[config.mk]
export PLATFORM = sky130hd
export DESIGN_NAME = syncnd_c_bus_ppp
export DESIGN_NICKNAME = d
export VERILOG_FILES = /design/src/rtl/nv_sync_pkg.sv /design/src/rtl/syncnd_c_bus_ppp_chain.sv /design/src/rtl/syncnd_c_bus_ppp.sv
export SDC_FILE = /design/constraint.sdc
export NUM_CORES = 1
export LEC_CHECK = 0
export ABC_AREA = 1
export CAP_MARGIN = 20
export CORE_AREA = 4 4 41 43
export DETAILED_ROUTE_END_ITERATION = 16
export DIE_AREA = 0 0 45 47
export GPL_TIMING_DRIVEN = 0
export SLEW_MARGIN = 20
export SYNTH_ARGS = -nofsm -noshare
export SYNTH_HDL_FRONTEND = slang
export SYNTH_SLANG_ARGS = --single-unit
export TNS_END_PERCENT = 1
[constraint.sdc]
create_clock -name clk -period 2.2 [get_ports clk]
set_input_delay 0.33 -clock clk [delete_from_list [all_inputs] [get_ports clk]]
set_output_delay 0.33 -clock clk [all_outputs]
set_load 0.005 [all_outputs]
[src/rtl/nv_sync_pkg.sv]
// Shared constants and helpers for the multi-bit level synchronizer family.
package nv_sync_pkg;

    localparam int STAGES_MIN = 2;
    localparam int STAGES_MAX = 4;
    localparam int FILTER_MAX = 15;

    function automatic int clog2(input int value);
        int r;
        r = 0;
        while ((1 << r) < value) r++;
        return r;
    endfunction

endpackage

[src/rtl/syncnd_c_bus_ppp_chain.sv]
// Single-bit synchronizer chain; kept as its own cell so a library sync cell can replace it.
module syncnd_c_chain
    import nv_sync_pkg::*;
#(
    parameter int   STAGES    = 3,
    parameter logic RESET_VAL = 1'b0
) (
    input  logic clk,
    input  logic clr,
    input  logic d,
    output logic sy
);

    if (STAGES < STAGES_MIN || STAGES > STAGES_MAX) begin : g_bad_stages
        $error("syncnd_c_chain: STAGES must be within 2..4");
    end

    // Pure flop-to-flop chain; attributes keep tools from retiming or merging it.
    (* ASYNC_REG = "TRUE", dont_touch = "true" *) logic [STAGES-1:0] s_q;
    logic [STAGES-1:0] s_d;

    always_comb begin
        s_d = {s_q[STAGES-2:0], d};
    end

    always_ff @(posedge clk or posedge clr) begin
        if (clr) begin
            s_q <= {STAGES{RESET_VAL}};
        end else begin
            s_q <= s_d;
        end
    end

    assign sy = s_q[STAGES-1];

endmodule

[src/rtl/syncnd_c_bus_ppp.sv]
// WIDTH independent level synchronizers with optional stability filter and edge pulses.
module syncnd_c_bus_ppp
    import nv_sync_pkg::*;
#(
    parameter int               WIDTH     = 1,
    parameter int               STAGES    = 3,
    parameter int               FILTER    = 0,
    parameter logic [WIDTH-1:0] RESET_VAL = '0
) (
    input  logic             clk,
    input  logic             clr,
    input  logic [WIDTH-1:0] d,
    output logic [WIDTH-1:0] q,
    output logic [WIDTH-1:0] q_rise,
    output logic [WIDTH-1:0] q_fall,
    output logic             q_chg
);

    if (WIDTH < 1 || WIDTH > 64) begin : g_bad_width
        $error("syncnd_c_bus_ppp: WIDTH must be within 1..64");
    end
    if (FILTER < 0 || FILTER > FILTER_MAX) begin : g_bad_filter
        $error("syncnd_c_bus_ppp: FILTER must be within 0..15");
    end

    logic [WIDTH-1:0] sy;
    logic [WIDTH-1:0] q_prev_q;
    logic [WIDTH-1:0] q_prev_d;

    for (genvar i = 0; i < WIDTH; i++) begin : g_chain
        syncnd_c_chain #(
            .STAGES    (STAGES),
            .RESET_VAL (RESET_VAL[i])
        ) u_chain (
            .clk (clk),
            .clr (clr),
            .d   (d[i]),
            .sy  (sy[i])
        );
    end

    if (FILTER == 0) begin : g_bypass
        assign q = sy;
    end else begin : g_filter
        localparam int CNT_W = (clog2(FILTER + 1) > 1) ? clog2(FILTER + 1) : 1;
        localparam logic [CNT_W-1:0] CNT_LAST = CNT_W'(FILTER - 1);

        logic [CNT_W-1:0] cnt_q [WIDTH];
        logic [CNT_W-1:0] cnt_d [WIDTH];
        logic [WIDTH-1:0] filt_q;
        logic [WIDTH-1:0] filt_d;

        // Counter only runs while sy disagrees with q, so it never exceeds FILTER-1.
        always_comb begin
            filt_d = filt_q;
            for (int i = 0; i < WIDTH; i++) begin
                cnt_d[i] = '0;
                if (sy[i] != filt_q[i]) begin
                    if (cnt_q[i] == CNT_LAST) begin
                        filt_d[i] = sy[i];
                    end else begin
                        cnt_d[i] = cnt_q[i] + CNT_W'(1);
                    end
                end
            end
        end

        always_ff @(posedge clk or posedge clr) begin
            if (clr) begin
                filt_q <= RESET_VAL;
                for (int i = 0; i < WIDTH; i++) begin
                    cnt_q[i] <= '0;
                end
            end else begin
                filt_q <= filt_d;
                for (int i = 0; i < WIDTH; i++) begin
                    cnt_q[i] <= cnt_d[i];
                end
            end
        end

        assign q = filt_q;
    end

    always_comb begin
        q_prev_d = q;
    end

    always_ff @(posedge clk or posedge clr) begin
        if (clr) begin
            q_prev_q <= RESET_VAL;
        end else begin
            q_prev_q <= q_prev_d;
        end
    end

    assign q_rise = q & ~q_prev_q;
    assign q_fall = ~q & q_prev_q;
    assign q_chg  = |(q_rise | q_fall);

endmodule

Yosys cells after proc, flatten, opt, wreduce, memory -nomap -nowiden:

Index checks and enable logic that the tools add are counted.
W data, S select, Z words.

* output and inout port bits: 4
* bits of input ports: 3
* flip-flop bits (word level): 4

* bitwise logic cells: 5

Operator list (number)
* $and A1 B1 Y1: 2
* $not A1 Y1: 2
* $or A1 B1 Y1: 1

Logic depth before layout (Yosys ltp):

Gate-level depths: netlist of the first run.

* depth after elaboration: 3
* gate-level depth with buffers: 3
* mapped depth without buffers: 3

Cells and area by module:

From an unflattened synthesis of the first run, not the netlist that was laid out.

* cells, all modules: 11
* area total of the unflattened synthesis: 143.9 um2

By module, submodules not included
* syncnd_c_chain: area an instance 78.8 um2, cells an instance 4, instances 1, seq. area each 75.1 um2
* syncnd_c_bus_ppp: area an instance 65.1 um2, cells an instance 7, instances 1, seq. area each 25.0 um2

Worst setup path before layout of the first run:

OpenSTA, ideal clock, no wires.

* kind: register to output
* start point: register g_chain[0].u_chain.s_q[2]
* end point: output port q_chg
* arrival time: 755 ps
* slack: 1115 ps
* path buffers: 0
* cell stages (with the launch flop): 4
* required time: 1870 ps
* cells stage by stage: dfrtp_1 -> inv_1 -> ha_1 -> inv_1

* longest elaborated chain between the ends: 3
* elaborated cells between the ends (all ways): 4
* classes of those cells: bitwise (4)

Ends and longest elaborated chain
* start: declaration: line syncnd_c_bus_ppp_chain.sv:19 `(* ASYNC_REG = "TRUE", dont_touch = "true" *) logic [STAGES-1:0] s_q;`
* start signal: assignment: line syncnd_c_bus_ppp_chain.sv:28 `s_q <= {STAGES{RESET_VAL}};`
* $not A1 Y1: line syncnd_c_bus_ppp.sv:98 `assign q_fall = ~q & q_prev_q;`
* $and A1 B1 Y1: line syncnd_c_bus_ppp.sv:98
* $or A1 B1 Y1 *: line syncnd_c_bus_ppp.sv:99 `assign q_chg = |(q_rise | q_fall);`
* end: declaration: line syncnd_c_bus_ppp.sv:16 `output logic q_chg`

Every way passes the cells marked *; elsewhere a longest branch is shown, timed or not.

Worst setup path in the final report of the first run:

Ends and elaborated chain as after synthesis.

==> qor.yml, run 1 <==
run:
  drv_cap: 0
hold_path:
  hold_path_class: "primary input to asynchronous set/reset pin"
timing:
  max_slew_margin: 0.8958
  period_share: 0.8420
  finalSetupViolCount: 0
  max_freq_mhz: 539.8
  fin_skew_ns: 0.002847
  fin_crit_ns: 1.852
  tightest_slew_ns: 0.1561
  rsz0062_at_grt: "false"
  fin_tns_setup_ns: 0
  hold_viol_final: 0
  hold-worst-slack_ns: 0.2838
  finalMaxSlewViolations: 0
final_layout:
  fillers: 152
  nNetsFinal: 26
  fin_util: 0.1856
  drive_above_1_share: 0.1579
  instances_no_fill: 34
  syn_to_final_growth_pct: 72.32
  register_area_um2: 100.1
  multi_input_area_um2: 25.02
  antenna_cells: 0
clock_tree:
  insertion_delay_ns: 0.23
  cts.hold.buffers_added: 0
  cts_tree: "yes"
  cts_setup_buffers: 0
  cts_root_buf: "clkbuf_4"
  htreeDepth: 1
  cts_resized: 0
  cts_sinks: 4
  ctsLongestPathBuffers: 2
  cts.reportedPaths.clkPinSlew_ns: 0.04
  numCtsBuffers: 3
setup_path:
  crit_path_top_delay_cell: "clkdlybuf4s50_1"
  cp_top_family: "buffers and inverters"
  cp.arrival_ns: 1.52
  cp_common_cell: "inv_1"
  rr_worst_depth: 0
  crit_buf_inv: 3
  worstPathCellList: "inv_1, ha_1, inv_1, clkdlybuf4s50_1"
  cp_data_required_time_ns: 1.87
  path_max_fanout: 4
  crit_type: "flip-flop to output pin"
  end_kind: "output pin"
  cp.depth: 4
  start_kind: "flip-flop"
  crit_path_max_incr_delay_ns: 0.50
place:
  dp.cells: 31
  place.gp.congestion: 0.6808
  portBuffers: 6
floorplan:
  die_height_um: 47
  io_pins: 7
  coreArea_mm2: 0.001301
  die_area_mm2: 0.002115
  start_util: 0.1077
  rows: 13
  die_x_um: 45
yosys:
  synth_nets: 15
  synth_area_um2: 140.1
  syn_inst: 10
  ys_ff_latch: 4
  syn_area_per_cell_um2: 14.01
  synth_seq_area_share: 0.7143
  synthDistinctLibCells: 3
  yosysWarningCount: 0
power_and_ir_drop:
  p_leak_nw: 0.1203
  power_density_mw_per_mm2: 791.0
  peakVddDrop_uv: 384.2
  totalPowerFinal_w: 0.0001910
detailed_routing:
  drtIter0Drc: 1
  drt-wirelength-per-cell_um: 8.588
  drt_wl_total_um: 292
  viasPerCell: 2.824
  first_pass_iters: 2
  vias: 96
  drc: 0
  ant_nets: 0
global_routing:
  grtUsageTotal: 0.04206
  grt_max_degree: 5
  grt_pass1_vias: 110
  antenna_found_initial: 0
  grt_pass1_wl_um: 496
  overflow: 0
run_status:
  status: "finished, final reports clean"
==> per-stage QoR <==
stage,worst slack [ns],area (um^2)
floorplan,1.115,140.1
global placement,0.6204,219.0
detailed placement,0.5760,219.0
CTS,0.3081,241.5
global route,0.2556,241.5
finish,0.3476,241.5
==> where the power goes <==
group	internal [W]	switching, W
sequential	0.0000777	0.00000192
combinational	0.0000125	0.00000638
clock	0.0000611	0.0000314
total	0.000151	0.0000398
==> cell families after synthesis <==
family | Yosys count | share of synthesized area
flip-flops | 4 | 0.7143
adder cells (fa/ha/maj) | 2 | 0.1785
buffers and inverters | 4 | 0.1071
==> final cells by class <==
cell class	count	area share
timing repair buffer	6	0.2487
sequential	4	0.4145
multi-input combinational	2	0.1036
clock buffer	3	0.09326
tap	15	0.07772
inverter	4	0.06218
==> flip-flops by register name (all words and copies together), names as in the netlist <==
name	cells
g_chain.u_chain.s_q	3
q_prev_q	1
==> final timing paths <==
check	start	to	slack [ns]
setup / recovery	g_chain[0].u_chain.s_q[2]$_DFF_PP0_	q_chg	0.35
hold / removal	clr	g_chain[0].u_chain.s_q[2]$_DFF_PP0_	0.28
setup reg to reg	g_chain[0].u_chain.s_q[2]$_DFF_PP0_	q_prev_q$_DFF_PP0_	1.67
hold reg to reg	g_chain[0].u_chain.s_q[1]$_DFF_PP0_	g_chain[0].u_chain.s_q[2]$_DFF_PP0_	0.34
max in group asynchronous	clr	g_chain[0].u_chain.s_q[0]$_DFF_PP0_	1.76
min in group clk	g_chain[0].u_chain.s_q[1]$_DFF_PP0_	g_chain[0].u_chain.s_q[2]$_DFF_PP0_	0.34
==> layout by cell type (no fill, tap or decap), drive strengths merged <==
| master | count |
|---|---|
| clkbuf | 3 |
| ha | 2 |
| dfrtp | 4 |
| inv | 4 |
| clkdlybuf4s50 | 6 |
==> routing by layer <==
| metal | wire, um | track usage | vias up |
|---|---|---|---|
| met1 | 112 | 0.03226 | 42 |
| met5 | 0 | 0 | - |
| li1 | - | - | 45 |
| met3 | 85 | 0.08046 | 0 |
| met2 | 94 | 0.04237 | 9 |
| met4 | 0 | 0.01754 | 0 |
==> synthesized netlist by cell type, drive strengths merged <==
library cell	n	area, um^2
dfrtp	4	100.1
ha	2	25.02
inv	4	15.01
Note: power is estimated with default switching activity, not from simulation.
==> run 2, diff against run 1 <==
Clock period 2.2 ns to 1.7 ns, I/O delays scaled along.
==> run 2 against run 1 <==
Compared with the run above:
- flip-flop and latch count is the same
- clock-buffer cell count is the same
- power grew 29%
- highest routed layer unchanged
==> qor.yml, run 2 (synthesis results as in run 1) <==
detailed_routing:
  first_pass_iters: 2  # unchanged
  drt_wl_total_um: 295  # was 292 um
  drtIter0Drc: 1  # unchanged
  drt-wirelength-per-cell_um: 8.429  # was 8.588 um
  drc: 0  # unchanged
  ant_nets: 0  # unchanged
  vias: 99  # was 96
  viasPerCell: 2.829  # was 2.824
setup_path:
  crit_type: "flip-flop to output pin"  # unchanged
  end_kind: "output pin"  # unchanged
  rr_worst_depth: 1  # was 0
  path_max_fanout: 2  # was 4
  start_kind: "flip-flop"  # unchanged
  cp_data_required_time_ns: 1.44  # was 1.87 ns
  cp.arrival_ns: 1.29  # was 1.52 ns
  r2r_slack_ns: 1.08  # was 1.67 ns
timing:
  rsz0062_at_grt: "false"  # unchanged
  finalSetupViolCount: 0  # unchanged
  max_freq_mhz: 646.6
  hold_viol_final: 0  # unchanged
  postLayoutSetupSlackWorst_ns: 0.1535  # was 0.3476 ns
  max_slew_margin: 0.8956  # was 0.8958
  tightest_slew_ns: 0.1565  # was 0.1561 ns
  finalMaxSlewViolations: 0  # unchanged
  fin_tns_setup_ns: 0  # unchanged
  fin_skew_ns: 0.002847  # unchanged
  fin_crit_ns: 1.547
  period_share: 0.9097
floorplan:
  start_util: 0.1077  # unchanged
  die_x_um: 45  # unchanged
  coreArea_mm2: 0.001301  # unchanged
  rows: 13  # unchanged
  io_pins: 7  # unchanged
  die_area_mm2: 0.002115  # unchanged
  die_height_um: 47  # unchanged
final_layout:
  fin_util: 0.1923  # was 0.1856
  antenna_cells: 0  # unchanged
  most-common-layout-cells: "inv_1 (4), dfrtp_1 (4), clkdlybuf4s50_1 (4), clkbuf_4 (3), ha_1 (2)"  # was clkdlybuf4s50_1 (6), inv_1 (4), dfrtp_1 (4), clkbuf_4 (3), ha_1 (2)
  nNetsFinal: 27  # was 26
  syn_to_final_growth_pct: 78.57  # was 72.32%
  largest_reg_flops: 3  # unchanged
  reg.largest.list: "g_chain.u_chain.s_q x3, q_prev_q x1"  # unchanged
  largest-register: "g_chain.u_chain.s_q"  # unchanged
  instances_no_fill: 35  # was 34
  drive_above_1_share: 0.2000  # was 0.1579
global_routing:
  grt_max_degree: 5  # unchanged
  antenna_found_initial: 0  # unchanged
  overflow: 0  # unchanged
  grt_pass1_wl_um: 503  # was 496 um
  grtUsageTotal: 0.04286  # was 0.04206
  grt_pass1_vias: 114  # was 110
power_and_ir_drop:
  power_density_mw_per_mm2: 985.5  # was 791.0 mW/mm^2
  peakVddDrop_uv: 494.9  # was 384.2 uV
  p_leak_nw: 0.1404  # was 0.1203 nW
  totalPowerFinal_w: 0.0002466  # was 0.0001910 W
place:
  place.gp.congestion: 0.6808  # unchanged
  portBuffers: 6  # unchanged
  pre_cts_ws_ns: 0.1510  # was 0.5760 ns
  dp.cells: 31  # unchanged
clock_tree:
  insertion_delay_ns: 0.23  # about the same
  ctsLongestPathBuffers: 2  # unchanged
  cts_root_buf: "clkbuf_4"  # unchanged
  cts.reportedPaths.clkPinSlew_ns: 0.04  # about the same
  cts_tree: "yes"  # unchanged
  numCtsBuffers: 3  # unchanged
  cts_sinks: 4  # unchanged
  cts.hold.buffers_added: 0  # unchanged
  htreeDepth: 1  # unchanged
hold_path:
  hold_path_class: "primary input to asynchronous set/reset pin"  # unchanged
run_status:
  status: "finished, final reports clean"  # unchanged
run:
  drv_cap: 0  # unchanged
[run 2: cell types whose count changed in the layout (fill, tap and decap cells not counted), sizes merged]
cell,previous run,this run
buf,0,1
clkdlybuf4s50,6,4
dlygate4sd2,0,1
dlymetal6s2s,0,1
[run 2: final timing paths]
check,start,endpoint
setup / recovery,g_chain[0].u_chain.s_q[2]$_DFF_PP0_,q_fall
hold / removal,clr,g_chain[0].u_chain.s_q[2]$_DFF_PP0_
setup reg to reg,g_chain[0].u_chain.s_q[2]$_DFF_PP0_,q_prev_q$_DFF_PP0_
hold reg to reg,g_chain[0].u_chain.s_q[1]$_DFF_PP0_,g_chain[0].u_chain.s_q[2]$_DFF_PP0_
max in group asynchronous,clr,g_chain[0].u_chain.s_q[0]$_DFF_PP0_
min in group clk,g_chain[0].u_chain.s_q[1]$_DFF_PP0_,g_chain[0].u_chain.s_q[2]$_DFF_PP0_
[run 2: worst max-delay path: stages, from the launching register on]
cell	delay [ns]
dfrtp_1	0.37
inv_1	0.06
ha_1	0.14
clkdlybuf4s50_1	0.49
[run 2: repair_timing]
| action | in CTS | in global routing |
|---|---|---|
| endpoints found under the setup margin | 1 | 1 |
| setup buffers | 1 | 0 |
| gates resized for setup | 1 | 1 |
[run 2: area by class of cell]
cell class              count  area [um^2]
clock buffers               3        22.52
fillers                   152         1051
inverters                   4        15.01
multi-input cells           2        25.02
flip-flops and latches      4        100.1
well taps                  15        18.77
repair buffers              7        68.82
[run 2: layer usage]
metal / routed length [um] / global-route usage
met2: 95 / 0.04237
met3: 77 / 0.08046
met1: 123 / 0.03456
met4: 0 / 0.01754
met5: 0 / 0
[run 2: stage by stage]
step                      hold WS [ns]  area, um^2
after floorplan                0.02108       140.1
after CTS                       0.2087       247.7
final                           0.2090       250.2
after global routing            0.2124       250.2
after detailed placement        0.3387       219.0
after global placement          0.3338       219.0
[run 2: where the power goes]
part / leakage (nW) / switching (W) / internal, W
sequential: 0.0466 / 0.00000181 / 0.000101
clock: 0.0138 / 0.0000407 / 0.0000791
combinational: 0.0800 / 0.00000905 / 0.0000154
total: 0.140 / 0.0000516 / 0.000195
